[src/rtl/boot_mem_pkg.sv]
// Shared types and default geometry for the parametrised boot memory.
package boot_mem_pkg;

  localparam int DefaultDataW = 32;
  localparam int DefaultAddrW = 4;

  typedef enum logic [2:0] {
    IDLE,
    LOAD,
    CHECK,
    READY,
    ERROR
  } state_e;

endpackage

[src/rtl/boot_memn_if.sv]
// Load stream, read port and status bundle between the boot loader/fetch side and the boot memory.
interface boot_memn_if
  import boot_mem_pkg::*;
#(
  parameter int DATA_W = DefaultDataW,
  parameter int ADDR_W = DefaultAddrW
);

  logic              load_start;
  logic              load_valid;
  logic [DATA_W-1:0] load_data;
  logic              load_last;
  logic              load_ready;
  logic [DATA_W-1:0] exp_sum;
  logic              rd_req;
  logic [ADDR_W-1:0] rd_addr;
  logic              rd_ready;
  logic              rd_valid;
  logic [DATA_W-1:0] rd_data;
  logic              boot_ok;
  logic              boot_err;
  logic              overflow;
  logic [ADDR_W:0]   word_count;

  modport master (
    output load_start, load_valid, load_data, load_last, exp_sum, rd_req, rd_addr,
    input  load_ready, rd_ready, rd_valid, rd_data, boot_ok, boot_err, overflow, word_count
  );

  modport slave (
    input  load_start, load_valid, load_data, load_last, exp_sum, rd_req, rd_addr,
    output load_ready, rd_ready, rd_valid, rd_data, boot_ok, boot_err, overflow, word_count
  );

endinterface

[src/rtl/boot_mem_array.sv]
// Boot image storage: unreset register array, one synchronous write port, one registered read port.
module boot_mem_array
  import boot_mem_pkg::*;
#(
  parameter int DATA_W = DefaultDataW,
  parameter int ADDR_W = DefaultAddrW
) (
  input  logic              clk,
  input  logic              reset,
  input  logic              wrEn,
  input  logic [ADDR_W-1:0] wrAddr,
  input  logic [DATA_W-1:0] wrData,
  input  logic              rdEn,
  input  logic [ADDR_W-1:0] rdAddr,
  output logic [DATA_W-1:0] rdData_q
);

  logic [DATA_W-1:0] mem_q [2**ADDR_W];

  // Contents must survive reset so a retained image is still readable after a reload.
  always_ff @(posedge clk) begin
    if (wrEn) begin
      mem_q[wrAddr] <= wrData;
    end
  end

  always_ff @(posedge clk or negedge reset) begin
    if (!reset) begin
      rdData_q <= '0;
    end else if (rdEn) begin
      rdData_q <= mem_q[rdAddr];
    end
  end

endmodule

[src/rtl/boot_memn.sv]
// Boot memory top: load FSM with running checksum, verify-before-read gating, and DFT hooks.
module boot_memn
  import boot_mem_pkg::*;
#(
  parameter int DATA_W = DefaultDataW,
  parameter int ADDR_W = DefaultAddrW
) (
  input  logic        clk,
  input  logic        reset,
  boot_memn_if.slave  bus,
  input  logic        scan_in0,
  input  logic        scan_in1,
  input  logic        scan_in2,
  input  logic        scan_in3,
  input  logic        scan_in4,
  input  logic        scan_enable,
  input  logic        test_mode,
  output logic        scan_out0,
  output logic        scan_out1,
  output logic        scan_out2,
  output logic        scan_out3,
  output logic        scan_out4
);

  state_e            state_q, state_d;
  logic [ADDR_W-1:0] wrPtr_q, wrPtr_d;
  logic [DATA_W-1:0] sum_q, sum_d;
  logic [ADDR_W:0]   wordCount_q, wordCount_d;
  logic              overflow_q, overflow_d;
  logic              rdValid_q;
  logic              accept;
  logic              rdFire;
  logic              unusedDft;

  always_ff @(posedge clk or negedge reset) begin
    if (!reset) begin
      state_q     <= IDLE;
      wrPtr_q     <= '0;
      sum_q       <= '0;
      wordCount_q <= '0;
      overflow_q  <= 1'b0;
      rdValid_q   <= 1'b0;
    end else begin
      state_q     <= state_d;
      wrPtr_q     <= wrPtr_d;
      sum_q       <= sum_d;
      wordCount_q <= wordCount_d;
      overflow_q  <= overflow_d;
      rdValid_q   <= rdFire;
    end
  end

  // load_start overrides everything, including a handshake presented in the same cycle.
  always_comb begin
    state_d     = state_q;
    wrPtr_d     = wrPtr_q;
    sum_d       = sum_q;
    wordCount_d = wordCount_q;
    overflow_d  = overflow_q;
    accept      = 1'b0;
    if (bus.load_start) begin
      state_d     = LOAD;
      wrPtr_d     = '0;
      sum_d       = '0;
      wordCount_d = '0;
      overflow_d  = 1'b0;
    end else begin
      case (state_q)
        LOAD: begin
          if (bus.load_valid) begin
            accept      = 1'b1;
            wrPtr_d     = wrPtr_q + ADDR_W'(1);
            sum_d       = sum_q + bus.load_data;
            wordCount_d = wordCount_q + (ADDR_W + 1)'(1);
            if (bus.load_last) begin
              state_d = CHECK;
            end else if (&wrPtr_q) begin
              overflow_d = 1'b1;
              state_d    = ERROR;
            end
          end
        end
        CHECK:   state_d = (sum_q == bus.exp_sum) ? READY : ERROR;
        default: state_d = state_q;
      endcase
    end
  end

  assign rdFire = bus.rd_req && (state_q == READY);

  boot_mem_array #(
    .DATA_W (DATA_W),
    .ADDR_W (ADDR_W)
  ) u_array (
    .clk      (clk),
    .reset    (reset),
    .wrEn     (accept),
    .wrAddr   (wrPtr_q),
    .wrData   (bus.load_data),
    .rdEn     (rdFire),
    .rdAddr   (bus.rd_addr),
    .rdData_q (bus.rd_data)
  );

  assign bus.load_ready = (state_q == LOAD);
  assign bus.rd_ready   = (state_q == READY);
  assign bus.boot_ok    = (state_q == READY);
  assign bus.boot_err   = (state_q == ERROR);
  assign bus.overflow   = overflow_q;
  assign bus.word_count = wordCount_q;
  assign bus.rd_valid   = rdValid_q;

  // Scan chain is stitched later; until then the hooks are tied off.
  assign unusedDft = ^{scan_in0, scan_in1, scan_in2, scan_in3, scan_in4, scan_enable, test_mode};
  assign scan_out0 = 1'b0;
  assign scan_out1 = 1'b0;
  assign scan_out2 = 1'b0;
  assign scan_out3 = 1'b0;
  assign scan_out4 = 1'b0;

endmodule
[src/flat_wrapper.sv]
// flat-port wrapper written by rule: the top's interface ports become plain ports
module boot_memn_flat import boot_mem_pkg::*;
#(
  parameter int DATA_W = DefaultDataW,
  parameter int ADDR_W = DefaultAddrW
)
  (clk, reset, scan_in0, scan_in1, scan_in2, scan_in3, scan_in4, scan_enable, test_mode, scan_out0, scan_out1, scan_out2, scan_out3, scan_out4, bus_load_start, bus_load_valid, bus_load_data, bus_load_last, bus_exp_sum, bus_rd_req, bus_rd_addr, bus_load_ready, bus_rd_ready, bus_rd_valid, bus_rd_data, bus_boot_ok, bus_boot_err, bus_overflow, bus_word_count);
  boot_memn_if #(.DATA_W(DATA_W), .ADDR_W(ADDR_W)) bus_i ();
  input  logic clk;
  input  logic reset;
  input  logic scan_in0;
  input  logic scan_in1;
  input  logic scan_in2;
  input  logic scan_in3;
  input  logic scan_in4;
  input  logic scan_enable;
  input  logic test_mode;
  output logic scan_out0;
  output logic scan_out1;
  output logic scan_out2;
  output logic scan_out3;
  output logic scan_out4;
  input wire logic [$bits(bus_i.load_start)-1:0] bus_load_start;
  input wire logic [$bits(bus_i.load_valid)-1:0] bus_load_valid;
  input wire logic [$bits(bus_i.load_data)-1:0] bus_load_data;
  input wire logic [$bits(bus_i.load_last)-1:0] bus_load_last;
  input wire logic [$bits(bus_i.exp_sum)-1:0] bus_exp_sum;
  input wire logic [$bits(bus_i.rd_req)-1:0] bus_rd_req;
  input wire logic [$bits(bus_i.rd_addr)-1:0] bus_rd_addr;
  output wire logic [$bits(bus_i.load_ready)-1:0] bus_load_ready;
  output wire logic [$bits(bus_i.rd_ready)-1:0] bus_rd_ready;
  output wire logic [$bits(bus_i.rd_valid)-1:0] bus_rd_valid;
  output wire logic [$bits(bus_i.rd_data)-1:0] bus_rd_data;
  output wire logic [$bits(bus_i.boot_ok)-1:0] bus_boot_ok;
  output wire logic [$bits(bus_i.boot_err)-1:0] bus_boot_err;
  output wire logic [$bits(bus_i.overflow)-1:0] bus_overflow;
  output wire logic [$bits(bus_i.word_count)-1:0] bus_word_count;
  assign bus_i.load_start = bus_load_start;
  assign bus_i.load_valid = bus_load_valid;
  assign bus_i.load_data = bus_load_data;
  assign bus_i.load_last = bus_load_last;
  assign bus_i.exp_sum = bus_exp_sum;
  assign bus_i.rd_req = bus_rd_req;
  assign bus_i.rd_addr = bus_rd_addr;
  assign bus_load_ready = bus_i.load_ready;
  assign bus_rd_ready = bus_i.rd_ready;
  assign bus_rd_valid = bus_i.rd_valid;
  assign bus_rd_data = bus_i.rd_data;
  assign bus_boot_ok = bus_i.boot_ok;
  assign bus_boot_err = bus_i.boot_err;
  assign bus_overflow = bus_i.overflow;
  assign bus_word_count = bus_i.word_count;
  boot_memn #(.DATA_W(DATA_W), .ADDR_W(ADDR_W)) u_core (.clk(clk), .reset(reset), .bus(bus_i), .scan_in0(scan_in0), .scan_in1(scan_in1), .scan_in2(scan_in2), .scan_in3(scan_in3), .scan_in4(scan_in4), .scan_enable(scan_enable), .test_mode(test_mode), .scan_out0(scan_out0), .scan_out1(scan_out1), .scan_out2(scan_out2), .scan_out3(scan_out3), .scan_out4(scan_out4));
endmodule
[config.mk]
export PLATFORM = sky130hd
export DESIGN_NAME = boot_memn_flat
export DESIGN_NICKNAME = d
export VERILOG_FILES = /design/src/rtl/boot_mem_pkg.sv /design/src/rtl/boot_memn_if.sv /design/src/rtl/boot_mem_array.sv /design/src/rtl/boot_memn.sv /design/src/flat_wrapper.sv
export SDC_FILE = /design/constraint.sdc
export NUM_CORES = 1
export LEC_CHECK = 0
export CAP_MARGIN = 15
export CORE_MARGIN = 5
export CORE_UTILIZATION = 60
export CTS_CLUSTER_SIZE = 14
export DETAILED_ROUTE_END_ITERATION = 6
export PLACE_DENSITY = 0.8
export SYNTH_ARGS = -nofsm -noshare
export SYNTH_HDL_FRONTEND = slang
export SYNTH_HIERARCHICAL = 1
export SYNTH_SLANG_ARGS = --single-unit
export TNS_END_PERCENT = 30
[constraint.sdc]
create_clock -name clk -period 5.9 [get_ports clk]
set_input_delay 1.18 -clock clk [delete_from_list [all_inputs] [get_ports clk]]
set_output_delay 1.18 -clock clk [all_outputs]
set_load 0.005 [all_outputs]
==> results of run 1 <==
==> worst max path at each step <==
stage                                start                                   end  slack [ns]
after floorplan             bus_load_valid  u_core/u_array/mem_q[0][0]$_DFFE_PP_        1.09
after CTS                 bus_load_data[0]          u_core/sum_q[30]$_DFFE_PN0P_        1.53
final                     bus_load_data[0]          u_core/sum_q[30]$_DFFE_PN0P_        1.45
after global routing      bus_load_data[0]          u_core/sum_q[26]$_DFFE_PN0P_        1.35
after detailed placement  bus_load_data[0]          u_core/sum_q[30]$_DFFE_PN0P_        0.90
after global placement    bus_load_data[0]          u_core/sum_q[30]$_DFFE_PN0P_        1.03
==> sequential cells by signal (all words and copies together) (netlist names) <==
name,flops
u_core/bus.overflow,1
u_core/bus.rd_valid,1
u_core/bus.word_count,5
u_core/state_q,3
u_core/sum_q,32
u_core/u_array/mem_q,512
u_core/u_array/rdData_q,32
u_core/wrPtr_q,4
==> cell families after synthesis <==
kind of cell,count (synthesis),share of synthesized area
DFF,590,0.6996
and+or+nand+nor,222,0.04107
AOI/OAI and AO/OA,199,0.06249
muxes,160,0.1305
buffers and inverters,86,0.02496
xor gates and xnor gates,67,0.02369
adders and majority gates,34,0.01748
other,1,0.0001514
==> worst register-to-register path, cell delays in order (launching register included) <==
cell     delay (ns)
dfrtp_1        0.44
nor3b_1        0.36
nand2_1        0.12
nor2_1         0.68
or3b_2         0.64
nor2_4         0.45
buf_4          0.47
==> routing by layer <==
layer | up-vias | part of all wire | GRT usage
met3 | 130 | 0.085 | 0.04408
li1 | 5729 | - | -
met5 | - | 0 | 0
met2 | 755 | 0.50 | 0.4379
met1 | 7031 | 0.38 | 0.3692
met4 | 0 | 0.033 | 0.08947
==> metrics by stage <==
| step | area (um^2) | worst slack (ns) | utilization | power (mW) |
|---|---|---|---|---|
| 2_1_floorplan | 24780 | 1.090 | - | 5.439 |
| 3_3_place_gp | 26400 | 1.026 | 0.6467 | 5.868 |
| 3_5_place_dp | 26400 | 0.8997 | 0.6467 | 5.898 |
| 4_1_cts | 28330 | 1.528 | 0.6939 | 9.660 |
| 5_1_grt | 28330 | 1.349 | 0.6939 | 9.945 |
| 6_report | 28330 | 1.450 | 0.6939 | 9.600 |
==> layout make-up <==
class | instances | area [um^2]
Tap cell | 532 | 665.6
Inverter | 10 | 37.54
Timing Repair Buffer | 148 | 1421
Clock inverter | 22 | 346.6
Multi-Input combinational cell | 687 | 6953
Clock buffer | 80 | 1583
Fill cell | 2462 | 12500
Sequential cell | 590 | 17330
==> power by group through the flow <==
stage               clock network, mW  registers (mW)  logic, mW
floorplan                           0            4.83      0.609
global placement                    0            4.86       1.01
detailed placement                  0            4.86       1.04
CTS                              3.82            4.78       1.06
global route                     4.01            4.79       1.15
finish                           3.77            4.77       1.06
==> layout by cell type (no fill, tap or decap), types with 10 or more instances in the layout <==
master	n
nand2_1	74
dfrtp_1	78
mux2i_1	32
nor2_1	63
buf_4	31
edfxtp_1	512
o22ai_2	10
a21oi_1	55
xor2_1	35
nor2_4	12
inv_1	10
o22ai_1	22
clkdlybuf4s50_1	112
mux4_2	120
a221oi_2	23
xnor2_1	32
clkbuf_16	57
a21o_1	18
clkbuf_1	16
ha_1	33
o21ai_0	19
nand4_1	11
==> qor.txt, run 1 <==
WHS = 0.5223 ns
Max_slew headroom = 0.2476
Via/cell ratio = 6.595
Wire per inst = 28.62 um
Die Span X = 213.2 um
NetSw = 2.173 mW
Die ar. = 45440 um^2
Combinational fraction of design power = 0.110
Crit path largest cell delay = 0.93 ns
IO Pins = 129
Initial antenna violation count = 0
Routed wire length = 59220 um
Post-synthesis sequential area ratio = 0.6996
Top cell family by delay on the critical path = compound AO/OA/AOI/OAI gates
TritonRoute pass-1 iters = 5
Total CTS buffers = 55
Final Critical Period = 4.450 ns
Hold EP = u_core/bus.overflow$_DFFE_PN0P_
CTS resizes = 0
Least-Margin Pin Slew = 1.129 ns
End of the worst register-to-register path = u_core/u_array/mem_q[1][27]$_DFFE_PP_
Row Count = 74
H-tree lvl count = 2
Final Cycle Share = 0.7542
Max-cap viol count = 0
Post-synth top area share = 0.6208
Post-synth EDFFs = 512
Syn avg cell area = 18.22 um^2
CTS max path bufs = 3
Number of remaining DRC errors = 0
Gr ovfl total = 0
Final setup fails = 0
Synth Register Bits = 590
F_max = 224.7 MHz
Root Buffer = clkbuf_16
Synth-to-Final Area Change = 14.40%
Placed cell count = 1967
R2R depth = 6
Vias in the first global route = 14140
Routed vias = 13650
Reg2reg setup slack = 2.36 ns
Clk_lat worst skew = 0.60 ns
Final ANT Viol Nets = 0
Max VDD drop = 192.3 uV
Most common flop cell mapped by yosys = edfxtp_1
Crit-path max FO = 17
N_diodes = 0
CTS sink count = 590
CP Capture Type = flop
First-pass GRT wire length = 88670 um
Switching part of the total = 0.2264
Hold Path Origin = u_core/bus.overflow$_DFFE_PN0P_
Startpoint Class = primary input
Critical path class = primary input to flop
TritonCTS clock tree = yes
DRT iter0 DRCs = 1420
Layout cells sized above 1 = 0.1958
Internal = 7.427 mW
Status = completed
CP max-delay cell = clkdlybuf4s50_1
RD Place Congestion = 0.8817
Synth async-reset ratio = 0.1322
Commonest cells post-synth = edfxtp_1, mux4_2, dfrtp_1, nor2_1, nand2_1
Fin cells = 2069
Static Leak = 9.769 nW
Synth warn = 6
Reg-to-Reg Start = u_core/state_q[2]$_DFFE_PN0P_
Synth top area cells = edfxtp_1, mux4_2, dfrtp_1, ha_1, a221oi_2
Nets = 1607
Post-Syn Instances = 1359
# port buffers = 116
Clk pin slew, worst setup/hold paths = 0.07 ns
Hpwl dp = 32210 um
Required @ worst endpoint = 6.39 ns
Setup bufs post-CTS = 0
Final TNS setup = 0 ns
Pwr/cell area = 338.8 nW/um^2
Worst path bufs/invs = 2
Sequential share of power = 0.497
Hold-fix buffers at CTS = 0
Starting Density = 0.6065
Worst Hold Class = flop to flop
All-layer global routing usage = 0.2655
Die Ht = 213.2 um
Max Clock Skew = 0.01842 ns
Most common cell in the netlist = edfxtp_1
Largest net degree at the start of global routing = 77
Hold Fails Final Rpt = 0
Slew Limit Fails = 0
CP arrival = 4.94 ns
WHS Path Cells = 2
Worst-path cell chain = clkdlybuf4s50_1 -> ha_1 -> inv_1 -> fa_1 -> nand2b_1 -> nand2_1 -> a41oi_1 -> o31a_1 -> a21boi_1 -> a221o_1 -> a31oi_1 -> xnor2_1 -> a22o_1
Core Area = 40830 um^2
Netlist cell types = 71
Crit. path cell count = 13
Leading area contributor after synthesis = edfxtp_1
Unrepaired setup endpoints after global routing = false
Synth Cell Area = 24770 um^2
Clk network pwr share = 0.392
Note: power is estimated with default switching activity, not from simulation.
==> run 2, diff against run 1 <==
clock period = 4.35 ns   (was 5.9 ns; I/O delays follow)
==> run 2 against run 1 <==
Against the previous run: flip-flop and latch count unchanged; power up 35%; die area unchanged; largest cell class unchanged; highest routed layer unchanged.
==> qor.txt, run 2 (synthesis results as in run 1) <==
Worst-path cell chain = clkdlybuf4s50_1 -> ha_1 -> nand4_1 -> a211oi_1 -> o21ai_0 -> and3_1 -> o31a_1 -> o21ai_0 -> a311oi_1 -> xnor2_1 -> a22o_1
Max VDD drop = 333.3 uV
Clk_lat worst skew = 0.60 ns
CP max-delay cell = clkdlybuf4s50_1
CTS resizes = 0
Clk pin slew, worst setup/hold paths = 0.06 ns
Top cell family by delay on the critical path = compound AO/OA/AOI/OAI gates
Core Area = 40830 um^2
Commonest non-fill, non-tap cell in the layout = edfxtp_1
Max_slew headroom = 0.5157
Setup bufs post-CTS = 0
Die Span X = 213.2 um
Max-cap viol count = 0
Final TNS setup = 0 ns
Worst Hold Class = primary input to asynchronous set/reset pin
Hold Fails Final Rpt = 0
Final Cycle Share = 0.8012
Critical path class = primary input to flop
TritonCTS clock tree = yes
Most used cell, CP = o21ai_0
Crit. path cell count = 11
TritonRoute pass-1 iters = 5
Starting Density = 0.6065
All-layer global routing usage = 0.2705
Startpoint Class = primary input
Root Buffer = clkbuf_16
Vias in the first global route = 14280
Gr ovfl total = 0
# port buffers = 116
Number of remaining DRC errors = 0
Hold-fix buffers at CTS = 0
Final setup fails = 0
Initial antenna violation count = 0
Wire per inst = 28.28 um
Crit path largest cell delay = 0.67 ns
N_diodes = 0
Layout cells sized above 1 = 0.2197
H-tree lvl count = 2
CP arrival = 3.98 ns
Largest net degree at the start of global routing = 50
Synth-to-Final Area Change = 16.10%
Final core occ = 0.7042
R2R depth = 12
Fillers = 2399
Routed vias = 13820
Crit-path max FO = 8
Commonest cells after routing, fill and taps aside = edfxtp_1, mux4_2, clkdlybuf4s50_1
Row Count = 74
Pwr/cell area = 452.2 nW/um^2
Routed wire length = 59850 um
Max Clock Skew = 0.01360 ns
Via/cell ratio = 6.529
IO Pins = 129
Die ar. = 45440 um^2
Unrepaired setup endpoints after global routing = false
Largest Register = u_core/u_array/mem_q
Required @ worst endpoint = 4.84 ns
Nets = 1652
F_max = 286.9 MHz
Least-Margin Pin Slew = 0.7264 ns
Number of flip-flops in the largest register = 512
Status = completed
CP Capture Type = flop
Final Critical Period = 3.485 ns
RD Place Congestion = 0.8670
Biggest regs = u_core/u_array/mem_q: 512 flops, u_core/sum_q: 32 flops, u_core/u_array/rdData_q: 32 flops
CTS sink count = 590
Slew Limit Fails = 0
Total CTS buffers = 56
First-pass GRT wire length = 90300 um
Hpwl dp = 34900 um
DRT iter0 DRCs = 1571
Static Leak = 10.00 nW
Die Ht = 213.2 um
Final ANT Viol Nets = 0
Worst path bufs/invs = 1
CTS max path bufs = 3
-- run 2: worst paths after layout --
kind                                                           end                                 start  slack (ns)
max                                   u_core/sum_q[27]$_DFFE_PN0P_                     bus_load_data[12]        0.86
min                                    u_core/sum_q[4]$_DFFE_PN0P_                                 reset        0.27
max reg2reg                           u_core/sum_q[30]$_DFFE_PN0P_           u_core/sum_q[0]$_DFFE_PN0P_        1.25
min reg2reg                   u_core/bus.word_count[4]$_DFFE_PN0P_  u_core/bus.word_count[4]$_DFFE_PN0P_        0.55
max in group asynchronous  u_core/u_array/rdData_q[21]$_DFFE_PN0P_                                 reset        3.22
min in group clk              u_core/bus.word_count[4]$_DFFE_PN0P_  u_core/bus.word_count[4]$_DFFE_PN0P_        0.55
-- run 2: area by class of cell --
type / instances / area [um^2] / share of cell area
Clock buffer: 75 / 1544 / 0.05370
Clock inverter: 30 / 369.1 / 0.01284
Inverter: 10 / 37.54 / 0.001305
Multi-Input combinational cell: 687 / 6959 / 0.2420
Sequential cell: 590 / 17330 / 0.6026
Tap cell: 532 / 665.6 / 0.02315
Timing Repair Buffer: 192 / 1852 / 0.06440
-- run 2: report_power, final --
| group | leakage [nW] | switching [mW] | internal [mW] |
|---|---|---|---|
| Sequential | 5.58 | 0.149 | 6.33 |
| Clock | 0.930 | 2.09 | 2.97 |
| Combinational | 3.49 | 0.747 | 0.714 |
| Total | 10.0 | 2.99 | 10.0 |
-- run 2: metal layers --
metal  global-route usage  up-vias  part of all wire  wire length, um
li1                     -     5837                 -                -
met1               0.3723     7088              0.37            22050
met2               0.4531      782              0.52            30880
met3              0.04716      109             0.091             5442
met4              0.08246        0             0.025             1478
met5                    0        -                 0                0
-- run 2: metrics by stage --
| step | cell area [um^2] | setup WS, ns | instances | total power [mW] | hold WS, ns |
|---|---|---|---|---|---|
| final | 28750 | 0.8649 | 2116 | 13.00 | 0.2663 |
| after global routing | 28750 | 0.6737 | 2116 | 13.46 | 0.3164 |
| after CTS | 28750 | 0.9069 | 2116 | 13.07 | 0.2741 |
| after detailed placement | 26840 | 0.2801 | 2011 | 8.023 | 0.5219 |
| after global placement | 26840 | 0.2743 | 2011 | 7.979 | 0.4825 |
| after floorplan | 24790 | 0.1587 | 1363 | 7.376 | 0.4860 |
==> run 3, diff against run 2 <==
CORE_UTILIZATION = 54   (was 60)
PLACE_DENSITY = 0.76   (was 0.8)
clock period = 2.8 ns   (was 4.35 ns; I/O delays follow)
==> run 3 against run 2 <==
Against the previous run: sequential power rose by 56%; clock-buffer cell count grew 3; global-route usage down 2.0 points; combinational power up 88%.
==> qor.txt, run 3 (synthesis results as in run 1) <==
Commonest non-fill, non-tap cell in the layout = edfxtp_1
Max-cap viol count = 0
Root Buffer = clkbuf_16
Layout cells sized above 1 = 0.3102
R2R depth = 11
Hold Fails Final Rpt = 0
Critical path class = primary input to flop
F_max = 361.0 MHz
Nets = 1814
WHS Path Cells = 2
Pwr/cell area = 673.2 nW/um^2
CTS sink count = 590
Reg2reg setup slack = 0.04 ns
Least-Margin Pin Slew = 0.6453 ns
H-tree lvl count = 2
Clk pin slew, worst setup/hold paths = 0.07 ns
Via/cell ratio = 6.153
Static Leak = 10.95 nW
DRT iter0 DRCs = 1493
Hold EP = u_core/u_array/mem_q[13][21]$_DFFE_PP_
Initial antenna violation count = 0
Largest Register = u_core/u_array/mem_q
Reg-to-Reg Start = u_core/sum_q[28]$_DFFE_PN0P_
Final TNS setup = 0 ns
Flip-flop and latch area = 17330 um^2
Starting Density = 0.5457
Status = completed
Max_slew headroom = 0.5698
Slew Limit Fails = 0
Final Cycle Share = 0.9892
Die Span X = 224.2 um
CP Capture Type = flop
TritonRoute pass-1 iters = 5
Startpoint Class = primary input
Row Count = 78
Hpwl dp = 37770 um
Unrepaired setup endpoints after global routing = true
Hold Path Origin = bus_load_data[21]
Vias in the first global route = 15170
Number of remaining DRC errors = 0
Clk_lat worst skew = 0.62 ns
Wire per inst = 26.78 um
N_diodes = 0
Largest net degree at the start of global routing = 47
First-pass GRT wire length = 94270 um
Synth-to-Final Area Change = 23.46%
Worst Hold Class = primary input to flop
Fin worst setup slack = 0.03013 ns
Commonest cells after routing, fill and taps aside = edfxtp_1, buf_4, mux4_2
Die Ht = 224.2 um
Final Critical Period = 2.770 ns
Routed vias = 14440
Fin cells = 2347
Biggest regs = u_core/u_array/mem_q: 512 flops, u_core/sum_q: 32 flops, u_core/u_array/rdData_q: 32 flops
Final ANT Viol Nets = 0
IO Pins = 129
End of the worst register-to-register path = u_core/sum_q[31]$_DFFE_PN0P_
CTS max path bufs = 3
Routed wire length = 62860 um
CP arrival = 3.25 ns
RD Place Congestion = 0.9136
Final setup fails = 0
Die ar. = 50250 um^2
TritonCTS clock tree = yes
Required @ worst endpoint = 3.28 ns
Crit-path max FO = 2
Fillers = 2930
Max VDD drop = 539.2 uV
Gr ovfl total = 0
Number of flip-flops in the largest register = 512
# port buffers = 116
Core Area = 45380 um^2
Max Clock Skew = 0.02104 ns
Total CTS buffers = 57
All-layer global routing usage = 0.2507
Post-place setup slack = -0.9073 ns
Footprint of the multi-input gates = 7234 um^2
Placed cell count = 2218
-- run 3: per-layer routing --
metal	track usage	vias to the layer above	wire, um
met5	0	-	0
met4	0.07352	0	1690
met3	0.03931	119	5153
met2	0.4306	755	32030
met1	0.3369	7396	23990
li1	-	6170	-
-- run 3: how the worst max path moves through the flow --
stage	to	slack, ns	cells after the start	from
6_report	u_core/sum_q[31]$_DFFE_PN0P_	0.03	13	bus_load_data[6]
4_1_cts	u_core/sum_q[31]$_DFFE_PN0P_	0.006	11	u_core/sum_q[28]$_DFFE_PN0P_
2_1_floorplan	u_core/sum_q[31]$_DFFE_PN0P_	-0.21	9	bus_load_data[28]
3_3_place_gp	u_core/sum_q[31]$_DFFE_PN0P_	-0.89	11	bus_load_data[8]
3_5_place_dp	u_core/sum_q[31]$_DFFE_PN0P_	-0.91	11	bus_load_data[8]
5_1_grt	u_core/sum_q[31]$_DFFE_PN0P_	-0.04	14	bus_load_data[16]
-- run 3: area by class of cell --
class                      instances  share of cell area
multi-input combinational        687              0.2366
clock inverter                    29             0.01027
inverter                          10            0.001228
clock buffer                      78             0.05160
tap                              600             0.02455
timing repair buffer             353              0.1091
sequential                       590              0.5667
-- run 3: stage by stage --
| stage | hold slack [ns] | utilization | power [mW] | cell area (um^2) |
|---|---|---|---|---|
| after floorplan | 0.2644 | - | 11.47 | 24850 |
| after global placement | 0.4888 | 0.6220 | 12.75 | 28230 |
| after detailed placement | 0.5134 | 0.6220 | 12.81 | 28230 |
| after CTS | 0.3992 | 0.6657 | 20.60 | 30210 |
| after global routing | 0.3391 | 0.6738 | 21.34 | 30580 |
| final | 0.3358 | 0.6738 | 20.58 | 30580 |
-- run 3: power by group --
part	internal, mW	leakage [nW]	switching, mW
Combinational	1.42	4.45	1.31
Sequential	9.83	5.58	0.225
Clock	4.51	0.914	3.29
-- run 3: timing repair --
item	4_1_cts	5_1_grt
endpoints found under the hold margin	31	0
hold buffers	1	0
setup buffers	7	13
gates cloned	0	1
pin swaps	16	24
setup endpoints to repair	10	13
gates resized for setup	15	51
-- run 3: critical path: stages --
cell             delay (ns)
clkdlybuf4s50_1        0.54
ha_4                   0.23
a211oi_2               0.21
o21ai_1                0.12
o21ai_2                0.21
a21oi_4                0.11
or4_4                  0.51
a31oi_4                0.21
xor2_2                 0.10
buf_4                  0.14
buf_4                  0.12
o21ai_2                0.11
a21oi_2                0.06
